**config.mk**
```make
export PLATFORM = sky130hd
export DESIGN_NAME = rf_frame_scheduler
export DESIGN_NICKNAME = d
export VERILOG_FILES = /design/src/rtl/rf_link_pkg.sv /design/src/rtl/baud_tick.sv /design/src/rtl/rf_frame_scheduler.sv
export SDC_FILE = /design/constraint.sdc
export NUM_CORES = 1
export LEC_CHECK = 0
export ABC_AREA = 1
export BUFFER_PORTS_ARGS = -buffer_cell sky130_fd_sc_hd__buf_2
export CELL_PAD_IN_SITES_DETAIL_PLACEMENT = 1
export CELL_PAD_IN_SITES_GLOBAL_PLACEMENT = 2
export CORE_ASPECT_RATIO = 0.9
export CORE_MARGIN = 1.5
export CORE_UTILIZATION = 36
export DETAILED_ROUTE_END_ITERATION = 16
export GPL_TIMING_DRIVEN = 0
export PLACE_DENSITY_LB_ADDON = 0.1
export SLEW_MARGIN = 20
export SYNTH_ARGS = -nofsm -noshare
export SYNTH_HDL_FRONTEND = slang
export SYNTH_SLANG_ARGS = --single-unit
```
**constraint.sdc**
```tcl
create_clock -name Clk -period 2.7 [get_ports Clk]
set_clock_uncertainty 0.15 [all_clocks]
set_input_delay 0.135 -clock Clk [delete_from_list [all_inputs] [get_ports Clk]]
set_output_delay 0.135 -clock Clk [all_outputs]
set_load 0.03 [all_outputs]
```
**src/rtl/rf_link_pkg.sv**
```systemverilog
// Shared definitions for the RF serial link: frame state encoding, default
// sync byte, channel IDs and the per-byte bit count.
package rf_link_pkg;

  typedef enum logic [2:0] {
    ST_IDLE,
    ST_SEND_SYNC,
    ST_SEND_ID,
    ST_SEND_DATA,
    ST_SEND_CSUM
  } rf_state_t;

  localparam logic [7:0]  RF_SYNC_BYTE  = 8'hFF;
  localparam logic [7:0]  RF_CH_ID_A    = 8'h00;
  localparam logic [7:0]  RF_CH_ID_B    = 8'h01;
  localparam int unsigned BITS_PER_BYTE = 10;

  // Frame checksum: channel ID plus payload, wrapping at 256.
  function automatic logic [7:0] rf_csum(input logic [7:0] ch_id, input logic [7:0] data);
    return ch_id + data;
  endfunction

endpackage

```
**src/rtl/baud_tick.sv**
```systemverilog
// Bit-period timer: free-running counter with synchronous clear that emits a
// one-cycle Tick in the last clock of every CLKS_PER_BIT-clock period.
module baud_tick #(
  parameter int unsigned CLKS_PER_BIT = 8333334
) (
  input  logic Clk,
  input  logic Clr,
  output logic Tick
);

  localparam int unsigned CNT_W = (CLKS_PER_BIT > 1) ? $clog2(CLKS_PER_BIT) : 1;
  localparam logic [CNT_W-1:0] LAST = CNT_W'(CLKS_PER_BIT - 1);

  logic [CNT_W-1:0] cnt_q;

  // Count clocks within a bit period; Clr pins the count to zero.
  always_ff @(posedge Clk) begin
    if (Clr) begin
      cnt_q <= '0;
    end else if (cnt_q == LAST) begin
      cnt_q <= '0;
    end else begin
      cnt_q <= cnt_q + 1'b1;
    end
  end

  assign Tick = !Clr && (cnt_q == LAST);

endmodule

```
**src/rtl/rf_frame_scheduler.sv**
```systemverilog
// RF frame scheduler: round-robin arbitration between two byte sources and
// UART-style framing (start, 8 data LSB first, stop) of SYNC, ID, DATA and,
// when RF_FRAME_CHECKSUM_EN is defined, a trailing checksum byte.
module rf_frame_scheduler
  import rf_link_pkg::*;
#(
  parameter int unsigned CLKS_PER_BIT = 8333334,
  parameter logic [7:0]  SYNC_BYTE    = RF_SYNC_BYTE
) (
  input  logic       Clk,
  input  logic       Rst,
  input  logic       Req_A,
  input  logic       Req_B,
  input  logic [7:0] Data_A,
  input  logic [7:0] Data_B,
  output logic       Ack_A,
  output logic       Ack_B,
  output logic       Hold,
  output logic       Serial_Bit_Out,
  output logic       Busy,
  output logic       Frame_Done
);

  localparam logic [3:0] LAST_BIT = 4'(BITS_PER_BYTE - 1);

  rf_state_t  state_q, state_d;
  logic       arm_q;       // Ack cycle: frame granted, line not yet started
  logic [3:0] bit_q;
  logic [7:0] data_q;
  logic [7:0] ch_q;
  logic       last_a_q;
  logic       hold_q;
  logic       ack_a_q, ack_b_q;

  logic       tick;
  logic       baud_clr;
  logic       grant_a, grant_b;
  logic       end_of_byte;
  logic       done;
  logic [7:0] cur_byte;
  logic [2:0] dsel;
  logic       ser;

  // Timer held at zero while idle and during the Ack cycle so the first bit
  // of SYNC is a full period.
  assign baud_clr = Rst || (state_q == ST_IDLE) || arm_q;

  baud_tick #(
    .CLKS_PER_BIT(CLKS_PER_BIT)
  ) u_baud (
    .Clk  (Clk),
    .Clr  (baud_clr),
    .Tick (tick)
  );

  // State register.
  always_ff @(posedge Clk) begin
    if (Rst) begin
      state_q <= ST_IDLE;
    end else begin
      state_q <= state_d;
    end
  end

  // Arbitration, next-state and line-level decode.
  always_comb begin
    state_d     = state_q;
    grant_a     = 1'b0;
    grant_b     = 1'b0;
    done        = 1'b0;
    end_of_byte = tick && !arm_q && (bit_q == LAST_BIT);
    cur_byte    = '1;
    ser         = 1'b1;
    dsel        = 3'(bit_q - 4'd1);

    case (state_q)
      ST_IDLE: begin
        if (Req_A && Req_B) begin
          grant_a = !last_a_q;
          grant_b = last_a_q;
        end else begin
          grant_a = Req_A;
          grant_b = Req_B;
        end
        if (grant_a || grant_b) state_d = ST_SEND_SYNC;
      end
      ST_SEND_SYNC: begin
        cur_byte = SYNC_BYTE;
        if (end_of_byte) state_d = ST_SEND_ID;
      end
      ST_SEND_ID: begin
        cur_byte = ch_q;
        if (end_of_byte) state_d = ST_SEND_DATA;
      end
      ST_SEND_DATA: begin
        cur_byte = data_q;
        if (end_of_byte) begin
`ifdef RF_FRAME_CHECKSUM_EN
          state_d = ST_SEND_CSUM;
`else
          state_d = ST_IDLE;
          done    = 1'b1;
`endif
        end
      end
      ST_SEND_CSUM: begin
        cur_byte = rf_csum(ch_q, data_q);
        if (end_of_byte) begin
          state_d = ST_IDLE;
          done    = 1'b1;
        end
      end
      default: state_d = ST_IDLE;
    endcase

    if ((state_q != ST_IDLE) && !arm_q) begin
      if (bit_q == 4'd0) begin
        ser = 1'b0;
      end else if (bit_q <= 4'd8) begin
        ser = cur_byte[dsel];
      end else begin
        ser = 1'b1;
      end
    end
  end

  // Grant capture, bit sequencing, Hold and Ack pulses.
  always_ff @(posedge Clk) begin
    if (Rst) begin
      arm_q    <= 1'b0;
      bit_q    <= '0;
      data_q   <= '0;
      ch_q     <= '0;
      last_a_q <= 1'b0;
      hold_q   <= 1'b0;
      ack_a_q  <= 1'b0;
      ack_b_q  <= 1'b0;
    end else begin
      ack_a_q <= grant_a;
      ack_b_q <= grant_b;
      if (grant_a || grant_b) begin
        data_q   <= grant_a ? Data_A : Data_B;
        ch_q     <= grant_a ? RF_CH_ID_A : RF_CH_ID_B;
        last_a_q <= grant_a;
        arm_q    <= 1'b1;
        hold_q   <= 1'b1;
        bit_q    <= '0;
      end else begin
        arm_q <= 1'b0;
        if (tick && !arm_q) begin
          bit_q <= (bit_q == LAST_BIT) ? 4'd0 : bit_q + 4'd1;
        end
        if (end_of_byte && (state_q == ST_SEND_DATA)) begin
          hold_q <= 1'b0;
        end
      end
    end
  end

  assign Ack_A          = ack_a_q;
  assign Ack_B          = ack_b_q;
  assign Hold           = hold_q;
  assign Busy           = (state_q != ST_IDLE);
  assign Frame_Done     = done;
  assign Serial_Bit_Out = ser;

endmodule

```
* Word-level counts from Yosys, hierarchy flattened
Index checks and enable logic that the tools add are counted.
** Cells by class
- $add $sub $neg :: 4
- Muxes and demuxes :: 25
- Equality and inequality tests :: 10
- Order comparisons :: 2
- Reductions and logical operators :: 21
** Operators with widths (count)
- $pmux W8 S3 :: 1
- $add A23 B1 Y23 const B :: 1
- $eq A23 B23 Y1 const B :: 1
- $mux W1 :: 16
- $mux W3 :: 4
- $pmux W3 S4 :: 1
- $add A8 B8 Y8 :: 1
- $mux W8 :: 1
- $eq A3 B2 Y1 const B :: 2
- $logic_and A1 B1 Y1 :: 6
- $reduce_or A2 Y1 :: 3
- $add A4 B1 Y4 const B :: 1
- $eq A4 B4 Y1 const B :: 1
- $le A4 B4 Y1 const B :: 1
- $logic_not A4 Y1 :: 1
- $logic_or A1 B1 Y1 :: 4
- $lt A3 B4 Y1 const B :: 1
- $mux W4 :: 1
- $ne A2 B1 Y1 const B :: 2
- $ne A2 B2 Y1 const B :: 2
- $reduce_and A4 Y1 :: 1
- $bmux W1 S3 :: 1
- $eq A3 B1 Y1 const B :: 1
- $eq A3 B3 Y1 const B :: 1
- 5 further kinds :: 7
** Word-level totals
- Logic and storage cells :: 72
- Input bits :: 20
- Register bits :: 51
- Output and inout bits :: 6

* Depth between registers and ports, before layout
Gate-level depths: netlist of the first run.
- Depth in word-level cells :: 10
- Mapped depth :: 11
- Mapped depth without buffers :: 11

* Hierarchy
Synthesis of the first run repeated with hierarchy kept, for this count alone.
** Second synthesis, totals
- Cell total of the unflattened synthesis :: 350
- Area, all modules :: 2453.6 um^2
** By module, submodules not included
- baud_tick :: cells each 195, area an instance 1320.0 um^2, times used 1, seq. area each 460.4 um^2
- rf_frame_scheduler :: cells each 155, area an instance 1133.6 um^2, times used 1, seq. area each 400.4 um^2

* Least setup slack after synthesis of the first run
Ideal clock, no wire load.
- Path kind :: register to output
- From :: register bit_q[0]
- To :: output Serial_Bit_Out
- Setup slack :: 729 ps
- Data required time :: 2415 ps
- Cell stages (with the launch flop) :: 11
- Buffers on the path :: 0
- Data arrival time :: 1686 ps
- Path through :: dfxtp_1 -> inv_1 -> ha_1 -> inv_1 -> a21oi_1 -> o21ai_0 -> nand3_1 -> nand2_1 -> o21ai_0 -> nand2_1 -> nand3_1
** Between the ends
- Cells in the longest elaborated chain, start to end :: 6
- Elaborated cells between the ends (all ways) :: 8
- Classes of those cells :: 1 x add/sub; 1 x order compare; 5 x mux; 1 x reduce/logical
** RTL lines
- start: declaration :: line rf_frame_scheduler.sv:28 : logic [3:0] bit_q;
- start signal: assignment :: line rf_frame_scheduler.sv:151 : bit_q <= (bit_q == LAST_BIT) ? 4'd0 : bit_q + 4'd1;
- $sub A3 B1 Y3 :: line rf_frame_scheduler.sv:74 : dsel = 3'(bit_q - 4'd1);
- $bmux W1 S3 :: line rf_frame_scheduler.sv:120 : ser = cur_byte[dsel];
- $mux W1 (implied by the code) :: line rf_frame_scheduler.sv:120
- $mux W1 :: line rf_frame_scheduler.sv:119 : end else if (bit_q <= 4'd8) begin
- $mux W1 * :: line rf_frame_scheduler.sv:117 : if (bit_q == 4'd0) begin
- $mux W1 * :: line rf_frame_scheduler.sv:116 : if ((state_q != ST_IDLE) && !arm_q) begin
- end: declaration :: line rf_frame_scheduler.sv:19 : output logic Serial_Bit_Out,
Mark *: on every way between the ends. The rest lies on a longest branch, timed or not. The select of a mux whose other input is x is not followed.

* Final worst setup path of the first run
- From :: register state_q[0]
- To :: register data_q[7]
** Between the ends
- Cells in the longest elaborated chain, start to end :: 3
- Elaborated cells between the ends (all ways) :: 5
- Classes of those cells :: 3 x mux; 2 x reduce/logical
** RTL lines
- start: declaration :: line rf_frame_scheduler.sv:26 : rf_state_t state_q, state_d;
- start signal: assignment :: line rf_frame_scheduler.sv:61 : state_q <= state_d;
- $logic_not A3 Y1 * :: line rf_frame_scheduler.sv:76 : case (state_q)
- $mux W1 :: line rf_frame_scheduler.sv:76
- $mux W8 or $logic_or A1 B1 Y1 (tied branches) :: line rf_frame_scheduler.sv:142, rf_frame_scheduler.sv:141
- end signal: assignment :: line rf_frame_scheduler.sv:142 : data_q <= grant_a ? Data_A : Data_B;
- end: declaration :: line rf_frame_scheduler.sv:29 : logic [7:0] data_q;
Mark *: on every way between the ends. The rest lies on a longest branch, timed or not.
A chain may end at the register's enable or synchronous reset.

==> reports/qor.txt, run 1 <==
drt first pass iters: 4
Wirelength per Cell: 13.67 µm
r2r setup slk: 0.24 ns
DIE HEIGHT: 81.76 µm
Area Growth Syn to Fin: 17.25%
Synthesized Nets: 376
Synth cell types: 37
final-report hold violation count: 0
GRT Util Overall: 18.51%
worst relative slew slack: 69.88%
Post-Synth Adder-Cell Area: 5.547%
initial antenna violation count: 0
placer congestion estimate: 0.7717
Die W: 90.51 µm
CTS tree: yes
antenna cells: 0
fraction of layout cells with a size suffix above 1: 20.41%
# IOs: 26
total of max-cap violations: 0
final antenna-violating net count: 0
Synth Cell Area: 2481 µm²
Sequential Area: 864.6 µm²
CP Launch Type: flip-flop
Synth area leader: dfxtp_1
Critical Path End Type: flip-flop
critical path class: reg2reg
maximum clock frequency: 0.4060 GHz
I/O Buffers: 25
setup TNS: 0 ns
Worst-Skew Late Latency: 0.30 ns
number of synthesized flops with an enable pin: 0
DP Worst Slack: 0.3946 ns
period utilization: 91.22%
nets@finish: 417
core area: 6621 µm²
Cells after Synth: 345
TritonCTS Sinks: 43
asr flop ratio synth: 0%
syn_area_per_cell: 7.192 µm²
xor/xnor share of the synthesized area: 2.824%
CTS Buf Count: 5
pin count of the biggest net entering global routing: 14
Main synth FF type: dfxtp_1
sequential share of the synthesized area: 34.69%
status: finished clean
Worst Path Max Fanout: 10
main combinational cell family by area after synthesis: simple AND/OR/NAND/NOR gates
Yosys reg bits: 43
leading post-synthesis cells by cell area: dfxtp_1 (35%), nand2_1 (8.9%), nor2_1 (7.3%)
Starting DRT DRC Count: 67
Compound-Gate Fraction of Synth Area: 11.35%
Worst Max-Slew Pin Slew: 0.4484 ns
R2R depth: 9
vias per cell: 4.769
Post-Synth Simple-Gate Area: 35.65%
first-pass GRT wire length: 10730 µm
YS warnings: 0
cell area power density: 613.2 nW/µm²
Worst R2R Start: state_q[0]
clock slew at reported path FFs: 0.09 ns
Final Max Slew Viols: 0
vias in the first global route: 2173
final worst slack: 0.2371 ns
Data arrival, critical path: 2.56 ns
final WL: 6520 µm
Initial Util: 37.47%
Final min period: 2.463 ns
# setup viols final: 0
clk root buf: clkbuf_8
unrepaired setup endpoints after global routing: false
Synth top area share: 34.69%
worst path required time: 2.79 ns
commonest non-fill, non-tap cell in the layout: nand2_1
HPWL Detailed: 5114 µm
Clock Tree Buf Depth: 2
hold path cells: 3
r2r endpoint: data_q[7]
Fillers: 856
most frequent cells in the layout: nand2_1 (59), nor2_1 (48), dfxtp_1 (42), inv_1 (42), buf_2 (26)
DRC: 0
routed vias: 2275
Worst Hold End: data_q[5]
Hold Path Class: in2reg
Multi-input gate area: 1431 µm²
LEAKAGE: 1.071 nW
Peak supply drop: 0.2457 mV
mux share of post-synthesis cell area: 1.815%
HP Start: Data_A[5]
# rows: 28
H-tree depth: 2
die area: 7400 µm²
GRT Residual Overflow: 0
## flip-flops by register name, summed over array words and instances, names as in the netlist
register      flops
data_q            8
ch_q              1
Hold              1
Ack_A             1
last_a_q          1
Ack_B             1
u_baud.cnt_q     23
arm_q             1
bit_q             4
state_q           2
## Yosys cell counts, types with 2 or more instances
master	count
dfxtp_1	43
a22o_1	4
a21oi_1	21
nor3b_2	2
ha_1	11
nand3_1	18
o211ai_1	2
nor3_1	9
nand2_1	59
nor2_2	8
nand2_2	5
nand4_1	9
o21ai_0	18
mux2_2	4
buf_2	2
nor2_1	48
xnor2_1	2
nand3b_1	3
xor2_1	6
inv_1	44
inv_2	4
nor3_2	4
nor2_4	5
## power breakdown
| group | internal, W | total (W) | switching, W |
|---|---|---|---|
| Combinational | 0.000214 | 0.000604 | 0.000390 |
| Clock | 0.000182 | 0.000423 | 0.000241 |
| Sequential | 0.000713 | 0.000757 | 0.0000438 |
| Total | 0.00111 | 0.00178 | 0.000675 |
## layout make-up
| cell class | count | area share (%) |
|---|---|---|
| inverters | 48 | 6.323 |
| flip-flops and latches | 43 | 29.72 |
| clock buffers | 6 | 2.495 |
| clock inverters | 2 | 0.4301 |
| multi-input cells | 250 | 49.20 |
| well taps | 90 | 3.871 |
| repair buffers | 34 | 7.226 |
| plain buffers | 4 | 0.7312 |
## per-stage QoR
step / hold slack [ns] / cell area (µm²) / utilization, % / total power (W) / cells
6_report: 0.01981 / 2909 / 43.93 / 0.001784 / 477
5_1_grt: 0.02231 / 2909 / 43.93 / 0.001914 / 477
4_1_cts: 0.01655 / 2864 / 43.25 / 0.001803 / 474
3_5_place_dp: 0.2191 / 2719 / 41.06 / 0.001366 / 460
3_3_place_gp: 0.2124 / 2719 / 41.06 / 0.001354 / 460
2_1_floorplan: 0.05738 / 2481 / - / 0.001193 / 345
## critical path: stages (launching register included)
cell and delay [ns]:
dfxtp_1 0.39, inv_1 0.08, ha_1 0.28, nand3_1 0.16, buf_4 0.20, nand2_1 0.10, nor2_4 0.21, inv_2 0.12
o211ai_1 0.16, dlygate4sd3_1 0.56
## kinds of logic (layout without fill, tap and decap cells)
family                   after synthesis  in the layout
AND/OR/NAND/NOR                      177            177
adder cells (fa/ha/maj)               11             11
XOR/XNOR                               8              8
AO/OA/AOI/OAI                         50             50
flip-flops                            43             43
buffers and inverters                 52             94
multiplexers                           4              4
## how the worst max path moves through the flow
stage | from | end | slack, ns
after global placement | bit_q[0] | Serial_Bit_Out | 0.36
after detailed placement | bit_q[0] | Serial_Bit_Out | 0.39
after floorplan | bit_q[0] | Serial_Bit_Out | 0.73
after global routing | bit_q[0] | Serial_Bit_Out | 0.01
after CTS | bit_q[0] | Serial_Bit_Out | 0.06
final | state_q[0] | data_q[7] | 0.24
## per-layer routing
| layer | track usage, % | vias to the layer above | share of wire [%] |
|---|---|---|---|
| met5 | 0 | - | 0 |
| met4 | 3.333 | 0 | 0.78 |
| met3 | 3.056 | 7 | 2.8 |
| met2 | 27.89 | 26 | 42 |
| met1 | 27.77 | 1039 | 54 |
| li1 | - | 1203 | - |
## what timing repair did
item                       CTS  global route
resized for setup            0             6
hold buffers                 6             0
hold endpoints to repair     6             0
setup endpoints to repair    0             2
buffers inserted             0             3
(Power assumes the default switching activity.)
==> run 2: changes to the inputs <==
clock period = 3.14 ns   (was 2.7 ns; I/O delays follow)
==> run 2 against run 1 <==
- critical path depth is 2 higher
- sequential share of layout area is 0.34 points higher
- first-iteration DRC count is 7.5% lower
- flip-flop and latch count stayed put
- largest cell class unchanged
- register-to-register slack better by 0.36 ns
- cell count is 0.63% lower
- setup slack better by 0.25 ns
- utilization is 0.68 points lower
- wire length is 1.8% lower
- critical endpoint is now Serial_Bit_Out
- die area stayed put
==> reports/qor.txt, run 2 (same netlist as run 1, synthesis figures left out) <==
status: finished clean
die area: 7400 µm²
PostCTS Resize Cnt: 0
commonest non-fill, non-tap cell in the layout: nand2_1
period utilization: 84.48%
Data arrival, critical path: 2.35 ns
fraction of layout cells with a size suffix above 1: 18.75%
Worst Max-Slew Pin Slew: 0.4469 ns
Initial Util: 37.47%
TritonCTS Sinks: 43
final worst slack: 0.4873 ns
worst relative slew slack: 69.98%
GRT Residual Overflow: 0
drt first pass iters: 4
Critical Path End Type: output pin
vias per cell: 4.778
DRC: 0
Final Max Slew Viols: 0
CTS tree: yes
I/O Buffers: 25
non-filler instance count after layout: 474
first-pass GRT wire length: 10730 µm
# setup viols final: 0
DIE HEIGHT: 81.76 µm
maximum clock frequency: 0.3770 GHz
routed vias: 2265
unrepaired setup endpoints after global routing: false
antenna cells: 0
Starting DRT DRC Count: 62
Area Growth Syn to Fin: 15.43%
critical path class: reg2out
core area: 6621 µm²
# rows: 28
Largest regs: u_baud.cnt_q x23, data_q x8, bit_q x4
max reg flops: 23
Worst-Skew Late Latency: 0.29 ns
Fillers: 859
placer congestion estimate: 0.7717
# IOs: 26
HPWL Detailed: 5114 µm
CTS Buf Count: 5
Peak supply drop: 0.2096 mV
clock slew at reported path FFs: 0.09 ns
R2R depth: 9
final antenna-violating net count: 0
worst path required time: 2.83 ns
CP Launch Type: flip-flop
Final min period: 2.653 ns
most frequent cells in the layout: nand2_1 (59), nor2_1 (48), inv_1 (44)
DP Worst Slack: 0.8126 ns
final core occ: 43.25%
total of max-cap violations: 0
setup TNS: 0 ns
GRT Util Overall: 18.51%
initial antenna violation count: 0
Worst Path Max Fanout: 9
H-tree depth: 2
cell area power density: 533.5 nW/µm²
clk root buf: clkbuf_8
Wirelength per Cell: 13.50 µm
pin count of the biggest net entering global routing: 14
placed insts: 460
LEAKAGE: 1.056 nW
Hold Path Class: in2reg
final WL: 6400 µm
Top reg by flops: u_baud.cnt_q
nets@finish: 414
hold path cells: 3
final-report hold violation count: 0
Clock Tree Buf Depth: 2
vias in the first global route: 2173
Die W: 90.51 µm
run 2: changes by cell type in the layout (fill, tap and decap cells not counted):
cell	change
dfxtp_4	-1
dfxtp_1	+1
ha_4	-1
buf_4	-3
inv_1	+2
buf_2	+1
clkinvlp_4	-1
inv_2	-1
clkbuf_4	-1
ha_1	+1
run 2: metrics by stage:
step | instance area (µm²) | hold WS [ns] | power [W]
finish | 2864 | 0.04458 | 0.001528
global route | 2864 | 0.04431 | 0.001643
CTS | 2864 | 0.03855 | 0.001550
detailed placement | 2719 | 0.2411 | 0.001175
global placement | 2719 | 0.2344 | 0.001164
floorplan | 2481 | 0.07938 | 0.001026
run 2: cell type report:
type                            instances  area [µm²]  share of cell area (%)
Multi-Input combinational cell        250        1419                   49.54
Sequential cell                        43       860.8                   30.06
Timing Repair Buffer                   31       185.2                   6.466
Inverter                               48       180.2                   6.291
Tap cell                               90       112.6                   3.932
Clock buffer                            6       72.57                   2.534
Buffer                                  4       21.27                  0.7427
Clock inverter                          2       12.51                  0.4369
run 2: path summary, 6_finish.rpt:
path	end	start	slack (ns)
max	Serial_Bit_Out	bit_q[0]	0.49
min	data_q[5]	Data_A[5]	0.04
max reg2reg	data_q[7]	state_q[0]	0.60
min reg2reg	u_baud.cnt_q[0]	u_baud.cnt_q[0]	0.32
run 2: routing by layer:
metal | GRT usage [%] | vias to the layer above | part of all wire (%)
met4 | 3.333 | 0 | 0.31
met5 | 0 | - | 0
met2 | 27.89 | 27 | 42
met1 | 27.77 | 1037 | 55
met3 | 3.056 | 4 | 3.2
li1 | - | 1197 | -
run 2: where the power goes:
group	internal, W	leakage (nW)	total (W)	switching [W]
clock network	0.000156	0.0412	0.000362	0.000206
logic	0.000180	0.665	0.000514	0.000334
registers	0.000614	0.350	0.000652	0.0000380
total	0.000950	1.06	0.00153	0.000578
run 2: critical path, cell delays in order, from the launching register on:
cell	delay, ns
dfxtp_1	0.52
inv_1	0.22
ha_1	0.36
inv_1	0.08
a21oi_1	0.12
o21ai_0	0.09
nand3_1	0.09
nand2_1	0.05
o21ai_0	0.19
nand2_1	0.08
nand3_1	0.07
buf_2	0.19
run 2: what timing repair did:
item                                   4_1_cts  5_1_grt
endpoints found under the hold margin        6        0
setup buffers                                0        0
hold buffers                                 6        0
